**src/rtl/controller_link_ctrl.sv**
```systemverilog
// UART gamepad link controller: parses 3-byte frames (header, buttons, checksum),
// supervises the link with gap and watchdog timers, and merges pad and board buttons.
module controller_link_ctrl #(
    parameter logic [7:0]  HEADER       = 8'hA5,
    parameter int unsigned GAP_CYCLES   = 100_000,
    parameter int unsigned LINK_TIMEOUT = 10_000_000
) (
    input  logic       clk,
    input  logic       rst_n,
    input  logic [7:0] rx_data,
    input  logic       rx_valid,
    input  logic [6:0] board_btn,
    output logic [6:0] buttons,
    output logic       controllerConnected,
    output logic [7:0] frame_err_count
);

    localparam int unsigned GAP_W  = $clog2(GAP_CYCLES + 1);
    localparam int unsigned WDOG_W = $clog2(LINK_TIMEOUT + 1);
    localparam logic [GAP_W-1:0]  GAP_MAX  = GAP_W'(GAP_CYCLES);
    localparam logic [WDOG_W-1:0] WDOG_MAX = WDOG_W'(LINK_TIMEOUT);

    typedef enum logic [1:0] {
        WAIT_HDR = 2'd0,
        GOT_HDR  = 2'd1,
        GOT_BTN  = 2'd2
    } state_t;

    state_t            r_state;
    logic [7:0]        r_stage;
    logic [GAP_W-1:0]  r_gap;
    logic [WDOG_W-1:0] r_wdog;
    logic              r_link_ok;
    logic [6:0]        r_ctrl_btn;
    logic              r_ctrl_paired;
    logic [7:0]        r_err_cnt;

    logic w_sum_ok;
    logic w_commit;
    logic w_bad_sum;
    logic w_gap_exp;
    logic w_error;
    logic w_wdog_exp;
    logic w_conn;

    // A byte arriving in the expiry cycle takes priority over the gap timeout.
    assign w_sum_ok   = (rx_data == (HEADER ^ r_stage));
    assign w_commit   = rx_valid && (r_state == GOT_BTN) && w_sum_ok;
    assign w_bad_sum  = rx_valid && (r_state == GOT_BTN) && !w_sum_ok;
    assign w_gap_exp  = !rx_valid && (r_state != WAIT_HDR) && (r_gap == GAP_MAX);
    assign w_error    = w_bad_sum || w_gap_exp;
    assign w_wdog_exp = (r_wdog == WDOG_MAX);
    assign w_conn     = r_link_ok && r_ctrl_paired;

    // Frame parser FSM with staging register.
    always_ff @(posedge clk or negedge rst_n) begin
        if (!rst_n) begin
            r_state <= WAIT_HDR;
            r_stage <= 8'h00;
        end else begin
            case (r_state)
                WAIT_HDR: begin
                    if (rx_valid && (rx_data == HEADER)) begin
                        r_state <= GOT_HDR;
                    end
                end
                GOT_HDR: begin
                    if (rx_valid) begin
                        r_stage <= rx_data;
                        r_state <= GOT_BTN;
                    end else if (w_gap_exp) begin
                        r_state <= WAIT_HDR;
                    end
                end
                GOT_BTN: begin
                    if (rx_valid || w_gap_exp) begin
                        r_state <= WAIT_HDR;
                    end
                end
                default: r_state <= WAIT_HDR;
            endcase
        end
    end

    // Inter-byte gap timer, idle outside a frame.
    always_ff @(posedge clk or negedge rst_n) begin
        if (!rst_n) begin
            r_gap <= '0;
        end else if (rx_valid || (r_state == WAIT_HDR) || w_gap_exp) begin
            r_gap <= '0;
        end else begin
            r_gap <= r_gap + GAP_W'(1);
        end
    end

    always_ff @(posedge clk or negedge rst_n) begin
        if (!rst_n) begin
            r_err_cnt <= 8'h00;
        end else if (w_error && (r_err_cnt != 8'hFF)) begin
            r_err_cnt <= r_err_cnt + 8'd1;
        end
    end

    // Committed pad state and link watchdog; a commit beats a coinciding expiry.
    always_ff @(posedge clk or negedge rst_n) begin
        if (!rst_n) begin
            r_wdog        <= '0;
            r_link_ok     <= 1'b0;
            r_ctrl_btn    <= 7'h00;
            r_ctrl_paired <= 1'b0;
        end else if (w_commit) begin
            r_wdog        <= '0;
            r_link_ok     <= 1'b1;
            r_ctrl_btn    <= r_stage[7] ? r_stage[6:0] : 7'h00;
            r_ctrl_paired <= r_stage[7];
        end else if (w_wdog_exp) begin
            r_link_ok     <= 1'b0;
            r_ctrl_btn    <= 7'h00;
            r_ctrl_paired <= 1'b0;
        end else begin
            r_wdog <= r_wdog + WDOG_W'(1);
        end
    end

    always_ff @(posedge clk or negedge rst_n) begin
        if (!rst_n) begin
            buttons             <= 7'h00;
            controllerConnected <= 1'b0;
        end else begin
            buttons             <= board_btn | (w_conn ? r_ctrl_btn : 7'h00);
            controllerConnected <= w_conn;
        end
    end

    assign frame_err_count = r_err_cnt;

endmodule

```
**config.mk**
```make
export PLATFORM = sky130hd
export DESIGN_NAME = controller_link_ctrl
export DESIGN_NICKNAME = d
export VERILOG_FILES = /design/src/rtl/controller_link_ctrl.sv
export SDC_FILE = /design/constraint.sdc
export NUM_CORES = 1
export LEC_CHECK = 0
export BUFFER_PORTS_ARGS = -buffer_cell sky130_fd_sc_hd__buf_2
export CORE_AREA = 8 8 133 135
export DETAILED_ROUTE_END_ITERATION = 16
export DIE_AREA = 0 0 141 143
export SLEW_MARGIN = 40
export SYNTH_ARGS = -nofsm -noshare
export SYNTH_HDL_FRONTEND = slang
export SYNTH_SLANG_ARGS = --single-unit
```
**constraint.sdc**
```tcl
create_clock -name clk -period 2.7 [get_ports clk]
set_input_delay 0.54 -clock clk [delete_from_list [all_inputs] [get_ports clk]]
set_output_delay 0.54 -clock clk [all_outputs]
set_load 0.005 [all_outputs]
```
==> impl.org <==
** Critical path
- At the worst endpoint, the required time is 2.90 ns.
- Chain of cells forming the critical path :: or4_1 > or4_1 > xnor2_1 > nor2_1
- The critical path in this run is classified as reg -> reg.
- Crit-path max cell delay :: around 0.72 ns
- STA puts the critical path data arrival time at approximately 2.4 ns.
- Peak fanout along the critical path :: 12
- Reg2reg path depth :: 4
- Slowest stage cell, crit path :: sky130_fd_sc_hd__or4_1
- R2R setup slack :: around 0.55 ns
- The startpoint identified for the worst register-to-register timing path is r_wdog[16].
- Kind of start point of the critical path :: flip-flop
- In this run the critical register-to-register path is captured at r_wdog[0].
- Top cell family by delay on the critical path :: simple AND/OR/NAND/NOR gates
- Worst path most repeated cell :: sky130_fd_sc_hd__or4_1
- Crit path buf inv count :: 0
- Kind of capture point of the worst setup path :: flip-flop

** Clocking
- Post CTS Setup Buffer Count :: 0
- The clock passes through at most 2 buffers.
- Clock tree root buffer cell :: sky130_fd_sc_hd__clkbuf_16
- Once the clock tree was built, the resizer swapped 0 gates to a different size.
- TritonCTS built the clock tree.
- The H-tree was split into 3 levels.
- For this design, the CTS-stage hold fixing added 0 buffers.
- Clock tree synthesis found a total of 76 sinks.
- Clock transition at path regs :: 0.06 ns
- Number of buffers created by CTS :: 9
- Skew-Pair Late Insertion Delay :: 0.33 ns

** Global route
- The global routing stage identified its most utilized layer as met2.
- Global-route wire length before repair :: 13.14 mm
- GR Util met2 :: between 10 and 15%
- For this run, global-route usage on met3 was measured as 3.105%.
- For met1 alone, demand over resource in global routing was 9.862%.
- The number of global-route vias before repair was between 2k and 3k.
- Pin count of the biggest net entering global routing :: 77
- Initial antenna violation count :: 0
- The total overflow left after global routing is 0.
- Global routing used 8.046% of the available tracks across all layers.

** STA
- Sum of negative setup slack :: 0 ns
- The number of max-slew violations in the final report is 0.
- Post-layout worst setup margin :: 0.5541 ns
- In this run the tightest slew margin relative to its limit is between 50 and 60%.
- Dividing the final minimum period by the clock period gives just under 80%.
- Worst hold slack :: 0.2409 ns
- The clock period could shrink to 2.146 ns.
- Final-report setup violation count :: 0
- Total count of hold-check failures in the final report :: 0
- Slew at the pin closest to its max-slew limit :: 0.6150 ns
- Based on the critical path, the design can be clocked at up to around 0.47 GHz.
- On the final layout, the worst clock skew is roughly 0.0030 ns.
- Setup repair after global routing left no endpoint under its margin.

** Status
- The flow ran to the end, and the final reports show no timing, DRC or antenna violations.

** Placed design
- Setup slack after placement :: 0.5718 ns
- During placement, the flow inserted port buffers numbering 33.
- The number of placed instances, taps included, is 582.
- After legalization and detailed placement, the total HPWL measured around 5.2 mm.
- Post-place instance area :: 0.004076 mm^2
- Gpl congestion :: 0.8046

** Die
- Num rows :: between 40 and 50
- Full die area :: 0.02016 mm^2
- The total area inside the core boundary comes to 0.01560 mm^2.
- Die X :: between 100 and 150 um
- Starting density of the core :: 23.49%
- From bottom edge to top edge, the die measures approximately 140 um.
- Number of primary I/O pins :: 34

** Logic synthesis
- Primary flip-flop cell chosen by synthesis mapping :: sky130_fd_sc_hd__dfrtp_1
- When the netlist entered floorplanning its net count stood at 364.
- The average instance in the mapped netlist occupies 10.74 um^2.
- The synthesized netlist occupies a cell area of 0.003664 mm^2.
- During synthesis, Yosys emitted a total of 0 warnings.
- Synthesis inferred 76 register bits.
- Number of synthesized flops with an enable pin :: 0
- Seq/Total Area, Yosys :: 51.91%
- Post-Syn Instances :: approximately 340
- For this run, asynchronously set or reset flops after synthesis account for 100.0%.
- The synthesized netlist contains 42 unique library cells.

** Run
- Max capacitance violation total :: 0

** Layout
- Across the whole layout, storage elements account for 0.001902 mm^2.
- Multi-input logic area :: 0.001685 mm^2
- Share of the core filled with cells in the final layout :: 28.08%
- Number of cells in the finished layout apart from fillers :: about 600
- In the layout the commonest cells are sky130_fd_sc_hd__dfrtp_1, sky130_fd_sc_hd__nor2_1, sky130_fd_sc_hd__buf_2.
- Summing all non-filler instances in the final layout gives an area of 0.004380 mm^2.
- Area growth from synthesis to layout :: 19.57%
- Fill cells in the final layout number 1627.
- Fraction of layout instances using a drive strength above 1 :: 18.06%
- Inserted Diodes :: 0
- Commonest non-fill, non-tap cell in the layout :: sky130_fd_sc_hd__dfrtp_1
- For this run, the post-layout net count is 400.

** Route
- Drt pass-1 iters :: 4
- After detailed routing, the average wire length per cell comes to 12.68 um.
- Initial DRC Count :: between 150 and 200
- In the routed design, unresolved DRC markers number 0.
- Ratio of routed vias to standard cells :: 4.365
- The count of nets left with antenna violations once routing finished came out at 0.
- After detailed routing, the total wire length is roughly 7.6 mm.
- Detailed routing inserted a total of approximately 2.6k vias.

** Power and ir drop
- VDD sags by at most about 0.00033 V.
- Power density of the placed cells :: ~730 mW/mm^2
- Overall power :: 3.199 mW
- In this run the static leakage power is 1.887 nW.

** Hold path
- Min-Delay Path Class :: in -> async
## final cells by class
cell class / count / share of cell area (%)
flip-flops and latches: 76 / 43.42
clock inverters: 4 / 1.085
well taps: 216 / 6.170
multi-input cells: 248 / 38.47
repair buffers: 35 / 4.399
inverters: 7 / 0.5998
clock buffers: 12 / 5.855
## cells by family after synthesis
logic type	after synthesis	share of synthesized area, %
compound gates	26	4.679
xor+xnor	48	11.48
fa+ha+maj	5	1.708
buf+inv	17	2.254
flops	76	51.91
mux	18	5.260
simple gates	151	22.71
## report_power, final
| group | total [mW] | switching (mW) | internal, mW |
|---|---|---|---|
| clock network | 1.22 | 0.458 | 0.763 |
| registers | 1.51 | 0.204 | 1.30 |
| logic | 0.473 | 0.234 | 0.239 |
| total | 3.20 | 0.896 | 2.30 |
## flip-flops by register name, indices dropped and copies added (netlist names)
name / count
r_stage: 8
r_ctrl_btn: 7
r_gap: 17
r_state: 2
controllerConnected: 1
buttons: 7
r_ctrl_paired: 1
frame_err_count: 8
r_wdog: 24
r_link_ok: 1
## cell usage after synthesis, drive strengths merged, types with 5 or more instances
cell / number / area, um^2
a21o: 8 / 60.06
and3: 7 / 45.05
and4: 5 / 43.79
buf: 5 / 37.53
clkbuf: 5 / 18.77
dfrtp: 76 / 1902
ha: 5 / 62.56
inv: 7 / 26.28
mux2: 10 / 112.6
mux2i: 8 / 80.08
nand2: 26 / 97.59
nand3: 16 / 80.08
nand4: 15 / 108.9
nor2: 48 / 180.2
nor3: 6 / 40.04
o21ai: 7 / 35.03
xnor2: 29 / 254.0
xor2: 19 / 166.4
## worst max-delay path by stage
stage / start / end / slack [ns] / depth (start not counted)
5_1_grt: r_wdog[2] / r_wdog[0] / 0.38 / 5
2_1_floorplan: r_wdog[16] / r_link_ok / 0.79 / 5
3_5_place_dp: r_wdog[16] / r_wdog[0] / 0.57 / 4
4_1_cts: r_wdog[16] / r_wdog[0] / 0.54 / 4
3_3_place_gp: r_wdog[18] / r_wdog[0] / 0.63 / 5
6_report: r_wdog[16] / r_wdog[0] / 0.55 / 4
## per-layer routing
metal / wire length, um / vias up
met5: 0 / -
met1: 3573 / 1319
li1: - / 1264
met2: 3637 / 23
met4: 74 / 0
met3: 295 / 4
Note: power is estimated with default switching activity, not from simulation.
